## src/rtl/latency_sm.sv

```systemverilog
// latency_sm: fixed-latency result tracker for a board evaluation pipeline.
// board_valid starts (or restarts) a LATENCY_COUNT-cycle countdown; when it
// expires eval_valid rises and is held until clear_eval or a newer board.
// Optional feature macro: LATENCY_SM_BUSY_EN adds a registered busy output
// that is high while the countdown is running.
module latency_sm #(
    parameter int unsigned LATENCY_COUNT = 1
) (
    input  logic clk,
    input  logic reset,
    input  logic board_valid,
    input  logic clear_eval,
    output logic eval_valid
`ifdef LATENCY_SM_BUSY_EN
    ,
    output logic busy
`endif
);

    localparam int unsigned CW = $clog2(LATENCY_COUNT + 1);
    localparam logic [CW-1:0] RELOAD = CW'(LATENCY_COUNT - 1);

    typedef enum logic [1:0] {
        IDLE  = 2'b00,
        COUNT = 2'b01,
        VALID = 2'b10
    } state_t;

    state_t        state;
    state_t        next_state;
    logic [CW-1:0] cnt;
    logic [CW-1:0] next_cnt;
    logic          eval_valid_d;
`ifdef LATENCY_SM_BUSY_EN
    logic          busy_d;
`endif

    // State, counter and registered outputs; reset discards any evaluation.
    always_ff @(posedge clk or posedge reset) begin
        if (reset) begin
            state      <= IDLE;
            cnt        <= '0;
            eval_valid <= 1'b0;
`ifdef LATENCY_SM_BUSY_EN
            busy       <= 1'b0;
`endif
        end else begin
            state      <= next_state;
            cnt        <= next_cnt;
            eval_valid <= eval_valid_d;
`ifdef LATENCY_SM_BUSY_EN
            busy       <= busy_d;
`endif
        end
    end

    // Next state: a new board always wins and restarts the countdown.
    always_comb begin
        next_state = state;
        next_cnt   = cnt;
        case (state)
            IDLE: begin
                if (board_valid) begin
                    next_state = COUNT;
                    next_cnt   = RELOAD;
                end
            end
            COUNT: begin
                if (board_valid) begin
                    next_cnt   = RELOAD;
                end else if (clear_eval) begin
                    next_state = IDLE;
                end else if (cnt == '0) begin
                    next_state = VALID;
                end else begin
                    next_cnt   = cnt - CW'(1);
                end
            end
            VALID: begin
                if (board_valid) begin
                    next_state = COUNT;
                    next_cnt   = RELOAD;
                end else if (clear_eval) begin
                    next_state = IDLE;
                end
            end
            default: begin
                next_state = IDLE;
            end
        endcase
    end

    // Output decode from next state so the flops mirror the state register.
    always_comb begin
        eval_valid_d = (next_state == VALID);
`ifdef LATENCY_SM_BUSY_EN
        busy_d       = (next_state == COUNT);
`endif
    end

endmodule

```

## config.mk

```make
export PLATFORM = sky130hd
export DESIGN_NAME = latency_sm
export DESIGN_NICKNAME = d
export VERILOG_FILES = /design/src/rtl/latency_sm.sv
export SDC_FILE = /design/constraint.sdc
export NUM_CORES = 1
export LEC_CHECK = 0
export ABC_AREA = 1
export CORE_AREA = 3 3 40 42
export DETAILED_ROUTE_END_ITERATION = 8
export DIE_AREA = 0 0 43 45
export PLACE_DENSITY = 0.3
export REMOVE_ABC_BUFFERS = 1
export SYNTH_ARGS = -nofsm -noshare
export SYNTH_HDL_FRONTEND = slang
export SYNTH_SLANG_ARGS = --single-unit
```

## constraint.sdc

```tcl
create_clock -name clk -period 0.8 [get_ports clk]
set_clock_uncertainty 0.2 [all_clocks]
set_input_delay 0.2 -clock clk [delete_from_list [all_inputs] [get_ports clk]]
set_output_delay 0.2 -clock clk [all_outputs]
set_load 0.01 [all_outputs]
```

==> summary.md <==
| Metric | Value |
|---|---|
| Failing checks | `hold timing, setup timing` |
| Grt met1 use | `0.02913` |
| Std-Cell Core Area | `approximately 0.0013 mm2` |
| Buf+Inv Stages, Crit Path | `1` |
| Final WS setup | `-299.4 ps` |
| Synth Area in Simple Gates | `0.2759` |
| P_sw | `approximately 0.000088 W` |
| Iteration-0 DRC Markers | `2` |
| Cell Count, Final, Fillers Out | `34` |
| Post-synthesis mux area share | `0` |
| Leakage | `about 0.095 nW` |
| Synthesized area | `between 100 and 150 um2` |
| Post-synth EDFFs | `0` |
| Final Power | `~0.00046 W` |
| Global-route wire length before repair | `about 370 um` |
| DRT Pass-1 Iters | `2` |
| CP Data Arrival Time | `700 ps` |
| CP top delay family | `flip-flops` |
| Worst hold slack | `-54.14 ps` |
| Fin crit share | `1.374` |
| Status | `complete, but fails checks` |
| Fmax | `slightly above 900 MHz` |
| Register area | `75.07 um2` |
| Design Area, Final | `between 150 and 200 um2` |
| Sequential power share | `0.364` |
| Initial antenna violation count | `0` |
| Slew Limit Headroom | `0.9150` |
| TritonCTS Buffers | `3` |
| RSZ-0062 raised after global routing | `yes` |
| Die height | `approximately 45 um` |
| Post-Syn Instances | `11` |
| Slowest CP cell | `dfrtp_1` |
| Clock Tree Root | `clkbuf_4` |
| Sw Share | `0.1931` |
| PortBufs | `4` |
| Detailed Route WL | `between 150 and 200 um` |
| Max_cap viols | `0` |
| Distinct cells, synth | `5` |
| Async set-reset flop share out of synthesis | `1.000` |
| Final net count | `24` |
| Worst hold-check path type | `primary input to asynchronous set/reset pin` |
| Critical path depth | `1` |
| CTS tree | `built` |
| Fillers | `approximately 150` |
| Top cells by area, synth | `dfrtp_1, nor2_1, and2_2, nand2_1, inv_1` |
| Synth-to-Final Area Change | `79.31%` |
| Commonest cells in the netlist | `nor2_1, dfrtp_1, nand2_1, and2_2, inv_1` |
| Routed vias | `89` |
| Share of post-route cells with drive strength above 1 | `0.4211` |
| CTS clk-pin slew, worst paths | `30 ps` |
| M2 GR Usage | `0.02994` |
| Clk network pwr share | `0.559` |
| Data required, critical path | `roughly 400 ps` |
| Worst Setup Path Type | `flip-flop to output pin` |
| Core Rows | `13` |
| Vias per cell | `approximately 2.6` |
| Synth area leader | `dfrtp_1` |
| Yosys warns | `0` |
| Max Slew Vio Count | `0` |
| Crit-path max cell delay | `about 340 ps` |
| Crit Path Max Fanout | `1` |
| Ant diodes | `0` |
| Vias in the first global route | `102` |
| Max VDD drop | `1.072 mV` |
| Clock sinks | `3` |
| Pin count of the biggest net entering global routing | `4` |
| Comb pwr share | `0.077` |
| H-tree depth | `1` |
| Final hold vios | `3` |
| Largest family of logic cells by synthesized area | `simple AND/OR/NAND/NOR gates` |
| Endpoint class of the critical path | `output pin` |
| Synth Area in Compound Gates | `0` |
| Most used routing layer in global routing | `met3` |
| Pwr dens | `around 2300 mW/mm2` |
| Placed Cells | `30` |
| DRC Markers | `0` |
| Pint | `about 0.00037 W` |
| Top-count cell post-synth | `nor2_1` |
| Sequential area share after synthesis | `0.6897` |
| #FFs+latches synth | `3` |
| Post-route ant nets | `0` |
| Post-synth top area share | `0.6897` |
| Xor and xnor area share after synthesis | `0` |
| Mapped Avg Cell Area | `slightly below 10 um2` |
| I/O pin count | `5` |
| Ys flop type | `dfrtp_1` |
| Die area | `between 0.0015 and 0.002 mm2` |
| Placed inst area | `167.7 um2` |
| Clk Latency, worst-skew pair | `between 200 and 250 ps` |
| Starting Density | `0.08471` |
| Reg2reg path depth | `2` |
| Setup violators final | `4` |
| CP Cell Sequence | `buf_2` |
| RD Place Congestion | `approximately 0.48` |
| Final Critical Period | `1099 ps` |
| Longest Clk Path Bufs | `2` |
| Multi-input gate area in the final layout | `a little under 40 um2` |
| Met3 GRT Util | `0.06773` |
| Total GRT Usage | `0.03255` |
| Grt ovf | `0` |
| Slew @ Worst Pin | `~130 ps` |
| DIE WIDTH | `between 40 and 50 um` |
| Adder-cell share of the synthesized area | `0` |
| CP Launch Type | `flip-flop` |
| WL/cell | `between 5 and 6 um` |
==> cells by family after synthesis <==
logic type | after synthesis
and+or+nand+nor | 7
DFF | 3
buffers and inverters | 1
==> registers in the layout (all words and copies together), names as in the netlist <==
register / flops
state: 2
eval_valid: 1
==> worst paths after layout <==
| check | start | endpoint | slack (ps) |
|---|---|---|---|
| worst min register to register | state[1]$_DFF_PP0_ | eval_valid$_DFF_PP0_ | 340 |
| worst max-delay path | eval_valid$_DFF_PP0_ | eval_valid | -300 |
| min in group clk | clear_eval | eval_valid$_DFF_PP0_ | 140 |
| worst min-delay path | reset | eval_valid$_DFF_PP0_ | -50 |
| max in group asynchronous | reset | state[0]$_DFF_PP0_ | 320 |
| worst max register to register | state[1]$_DFF_PP0_ | state[0]$_DFF_PP0_ | -80 |
==> stage by stage <==
stage / setup TNS, ps / utilization / setup slack, ps
CTS: -526.8 / 0.1461 / -311.9
finish: -517.1 / 0.1519 / -299.4
global placement: -1424 / 0.1305 / -422.1
floorplan: -139.3 / - / -46.87
detailed placement: -1463 / 0.1305 / -422.2
global route: -680.9 / 0.1519 / -324.9
==> power groups by stage <==
stage                     clock (W)  sequential [W]  combinational (W)
after global routing       0.000289        0.000166          0.0000408
after detailed placement          0        0.000166          0.0000368
after global placement            0        0.000166          0.0000360
final                      0.000254        0.000166          0.0000351
after CTS                  0.000271        0.000164          0.0000334
after floorplan                   0        0.000167          0.0000133
==> timing repair <==
action	CTS	global route
endpoints found under the setup margin	4	4
setup buffers	0	0
hold endpoints to repair	3	3
pin swaps	5	4
resized for setup	7	3
==> cells in the final DEF (no fill, tap or decap) <==
cell	n
clkdlybuf4s50_1	1
clkbuf_4	3
buf_2	1
nor2_1	3
dfrtp_1	3
and2_4	1
dlygate4sd2_1	2
nor2_2	1
clkbuf_1	1
nand2_2	2
inv_1	1
==> layer usage <==
metal  vias to the layer above  wire length, um
met2                         7               42
met4                         0                0
met5                         -                0
li1                         49                -
met3                         0               55
met1                        33               89
==> final cells by class <==
class / instances / share of cell area
sequential: 3 / 0.3846
multi-input combinational: 7 / 0.1987
timing repair buffer: 4 / 0.1667
clock buffer: 4 / 0.1346
tap: 15 / 0.09615
inverter: 1 / 0.01923
(Power assumes the default switching activity.)
